==> src/rtl/controle_busca.sv <==
// controle_busca: instruction-fetch controller with PC, branch redirect and shared loader write port
// Clock/Reset            : clock, async active-high reset
// Run/Redirect/Redirect_pc: fetch enable, PC redirect with flush
// Load_*                 : program-loader write request/accept
// Instr/Instr_pc/Instr_valid/Instr_ready: fetched word handshake to decode
// Mem_*                  : single-port synchronous instruction memory
module controle_busca #(
  parameter int ADDR_W = 4,
  parameter int DATA_W = 16,
  parameter logic [ADDR_W-1:0] RESET_PC = '0
) (
  input  logic              Clock,
  input  logic              Reset,
  input  logic              Run,
  input  logic              Redirect,
  input  logic [ADDR_W-1:0] Redirect_pc,
  input  logic              Load_valid,
  input  logic [ADDR_W-1:0] Load_addr,
  input  logic [DATA_W-1:0] Load_data,
  output logic              Load_ready,
  output logic [DATA_W-1:0] Instr,
  output logic [ADDR_W-1:0] Instr_pc,
  output logic              Instr_valid,
  input  logic              Instr_ready,
  output logic [ADDR_W-1:0] Mem_Address,
  output logic              Mem_Wren,
  output logic [DATA_W-1:0] Mem_Din,
  input  logic [DATA_W-1:0] Mem_Q
);
  typedef enum logic [1:0] {IDLE, FETCH, HOLD} state_t;
  state_t              r_state, w_state;
  logic [ADDR_W-1:0]   r_pc, w_pc, r_instr_pc, w_instr_pc;
  logic [DATA_W-1:0]   r_instr, w_instr;
  logic                r_valid, w_valid;
  always_ff @(posedge Clock or posedge Reset)
    if (Reset) begin
      r_state    <= IDLE;
      r_pc       <= RESET_PC;
      r_instr    <= '0;
      r_instr_pc <= '0;
      r_valid    <= 1'b0;
    end else begin
      r_state    <= w_state;
      r_pc       <= w_pc;
      r_instr    <= w_instr;
      r_instr_pc <= w_instr_pc;
      r_valid    <= w_valid;
    end
  always_comb begin
    w_state    = r_state;
    w_pc       = r_pc;
    w_instr    = r_instr;
    w_instr_pc = r_instr_pc;
    w_valid    = r_valid;
    if (Redirect) begin
      w_state = IDLE;
      w_pc    = Redirect_pc;
      w_valid = 1'b0;
    end else
      case (r_state)
        IDLE:  w_state = (Run && !Load_valid) ? FETCH : IDLE;
        FETCH: begin
          w_instr    = Mem_Q;
          w_instr_pc = r_pc;
          w_valid    = 1'b1;
          w_pc       = r_pc + 1'b1;
          w_state    = HOLD;
        end
        HOLD: if (Instr_ready) begin
          w_valid = 1'b0;
          w_state = Run ? FETCH : IDLE;
        end
        default: w_state = IDLE;
      endcase
  end
  assign Load_ready  = Reset | (r_state == IDLE && !Redirect);
  assign Mem_Wren    = Load_valid & Load_ready & ~Reset;
  assign Mem_Address = Mem_Wren ? Load_addr : r_pc;
  assign Mem_Din     = Load_data;
  assign Instr       = r_instr;
  assign Instr_pc    = r_instr_pc;
  assign Instr_valid = r_valid;
endmodule

==> config.mk <==
export PLATFORM = sky130hd
export DESIGN_NAME = controle_busca
export DESIGN_NICKNAME = d
export VERILOG_FILES = /design/src/rtl/controle_busca.sv
export SDC_FILE = /design/constraint.sdc
export NUM_CORES = 1
export LEC_CHECK = 0
export BUFFER_PORTS_ARGS = -buffer_cell sky130_fd_sc_hd__buf_2
export CORE_ASPECT_RATIO = 1.1
export CORE_MARGIN = 2
export CORE_UTILIZATION = 41
export CTS_CLUSTER_SIZE = 10
export DETAILED_ROUTE_END_ITERATION = 6
export PLACE_DENSITY = 0.83
export RECOVER_POWER = 25
export SLEW_MARGIN = 10
export SYNTH_ARGS = -nofsm -noshare
export SYNTH_HDL_FRONTEND = slang
export SYNTH_SLANG_ARGS = --single-unit
==> constraint.sdc <==
create_clock -name Clock -period 5.6 [get_ports Clock]
set_input_delay 1.12 -clock Clock [delete_from_list [all_inputs] [get_ports Clock]]
set_output_delay 1.12 -clock Clock [all_outputs]
set_load 0.1 [all_outputs]
==> results.ini <==
[cts]
clk_latency_ns=0.31
cts_hold_buf=0
path_clk_slew_ns=0.13
cts_buffer_depth=2
htree_num_levels=1
cts_resized=0
cts_root_buffer=clkbuf_4
cts_tree=built
cts_sinks=27
post-cts-setup-buffers=0
cts_made_buffers=3

[critical_path]
worstSetupEndpointType=output pin
max_stage_delay_ns=0.41
cp_cell_sequence=buf_2 > nor3_2 > nand3_2 > mux2_2 > buf_2
crit_type=in2out
cp-start-kind=primary input
required_ns=4.48
critPathArrivalTime_ns=2.36
critPathMostFrequentCell=buf_2
cpMaxStageDelayCell=buf_2
critical_path_peak_fanout=13

[die]
die_area_um2=3660
rows=21
start_util_pct=42.9
die_w_um=57.9
boundaryPins=89
coreArea_um2=3050
die-height_um=63.3

[yosys]
avgSynthCellArea_um2=12.6
yosysWarningCount=0
synth_compound_area_share_pct=2.96
syn_area_um2=1310
ys_seq_area_share_pct=51.6
synth_top_cells_by_count=dfrtp_1 (27), mux2_2 (23), buf_4 (16)
synthArstFlopShare_pct=100
synth_top_family_by_area=multiplexers
ys.flop_type=dfrtp_1
syn-num-nets=151
synth_edf_count=0
synth.top_cell.area_share_pct=51.6
yosys.area_share.adder_pct=0.956
netlist_top_cells_area=dfrtp_1 (52%), mux2_2 (20%), buf_4 (9.2%), buf_6 (1.7%), o21ai_0 (1.5%)
synthCells=104
synth_top_cell_by_area=dfrtp_1
synth.most_common_cell=dfrtp_1
synth_mux_area_share_pct=21.4
ys_types=27
synth_seq_cells=27
synthXorXnorAreaFrac_pct=1.34
yosys.area_share.simple_pct=9.27

[route]
drt_wl_total_um=2450
wire_per_inst_um=13.7
dr.pass1.iters=2
drt_iter0_markers=1
vias=882
vias_per_cell=4.93
ant_nets=0
drc=0

[run]
cap_violations=0

[sta]
finalCritPeriodShare_pct=62.2
hold_viol=0
finalCriticalPeriod_ns=3.48
slew_viol_final=0
fmax_ghz=0.287
setup_violations=0
hold-worst-slack_ns=0.504
rsz0062_at_grt=no
setup_tns_ns=0
fin_skew_ns=0.00692
relSlewSlack_pct=2.00
worstMarginPinSlew_ns=1.47

[global_routing]
grt_pass1_wl_um=3940
grt.total_usage_pct=13.6
antenna_found_initial=0
first_global_vias=896
grt_max_degree=28
overflow=0

[pwr]
power.net_switching_uw=457
p_per_area_nw_per_um2=527
power.leakage_uw=0.000763
comb_power_share_pct=57.3
seq_power_share_pct=32.6
power.internal_uw=342
power_frac_clock_pct=10.1
p_sw_share_pct=57.2
ir_worst_vdd_uv=266

[placed_design]
numPortBuffers=56
place.gp.congestion=0.682
dp_hpwl_um=1940

[cells_and_area]
fillers=294
area_delta_synth_final_pct=15.9
diodes=0
final_layout_size_suffix_gt1_share_pct=59.3
fin_nets=193

[worst_hold_path]
min_path_type=reg2reg

[status]
status=completed

==> worst paths after layout <==
check                      slack (ns)             end       start  cells after the start
setup / recovery                 2.12  Mem_Address[2]    Redirect                      5
hold / removal                   0.50        Instr[1]    Instr[1]                      1
setup reg to reg                 3.74       Instr[14]  r_state[1]                      2
hold reg to reg                  0.50        Instr[1]    Instr[1]                      1
max in group asynchronous        3.39       Instr[14]       Reset                      3
min in group asynchronous        1.36      r_state[0]       Reset                      3
==> state kept, by name, indices dropped and copies added (netlist names) <==
signal,count
r_pc,4
Instr_pc,4
Instr,16
r_state,2
Instr_valid,1
==> final cells by class <==
cell class / count / area (um^2) / share of cell area [%]
clock buffer: 4 / 26.3 / 1.73
inverter: 3 / 11.3 / 0.743
multi-input combinational: 54 / 477 / 31.4
sequential: 27 / 676 / 44.6
tap: 34 / 42.5 / 2.81
timing repair buffer: 57 / 284 / 18.7
==> layout by cell type, fill, tap and decap left out, types with 3 or more instances in the layout <==
master,netlist,routed
buf_2,1,56
clkbuf_4,0,3
dfrtp_1,27,27
inv_1,3,3
mux2_2,23,23
nand2_1,3,3
nor2_1,4,4
o21ai_0,4,4
==> layer usage <==
layer	wire [um]	GRT usage, %	vias up
met2	1270	25.3	47
met3	236	3.29	2
li1	-	-	417
met5	0	0	-
met1	921	14.6	416
met4	16	4.65	0
==> stage by stage <==
stage / utilization (%) / cells / cell area (um^2) / worst slack, ns / power (uW)
2_1_floorplan: - / 104 / 1310 / 1.87 / 710
3_3_place_gp: 49.0 / 175 / 1490 / 2.15 / 720
3_5_place_dp: 49.0 / 175 / 1490 / 2.10 / 728
4_1_cts: 49.9 / 179 / 1520 / 2.10 / 810
5_1_grt: 49.8 / 179 / 1520 / 2.01 / 835
6_report: 49.8 / 179 / 1520 / 2.12 / 799
==> power groups by stage <==
stage                     sequential, uW  clock [uW]  combinational [uW]
after floorplan                      566           0                 143
after global placement               263           0                 457
after detailed placement             266           0                 461
after CTS                            262        86.6                 462
after global routing                 267        97.2                 471
final                                261        80.7                 458
==> logic make-up (layout without fill, tap and decap cells) <==
kind of cell,Yosys count,after routing
and+or+nand+nor,19,19
xor gates and xnor gates,2,2
adders and majority gates,1,1
muxes,25,25
DFF,27,27
AOI/OAI and AO/OA,7,7
buffers and inverters,23,64
==> worst max-delay path, delay by kind of cell <==
| kind | cells | cell delay, ns |
|---|---|---|
| muxes | 1 | 0.26 |
| buffers and inverters | 2 | 0.59 |
| and+or+nand+nor | 2 | 0.39 |
(Power assumes the default switching activity.)
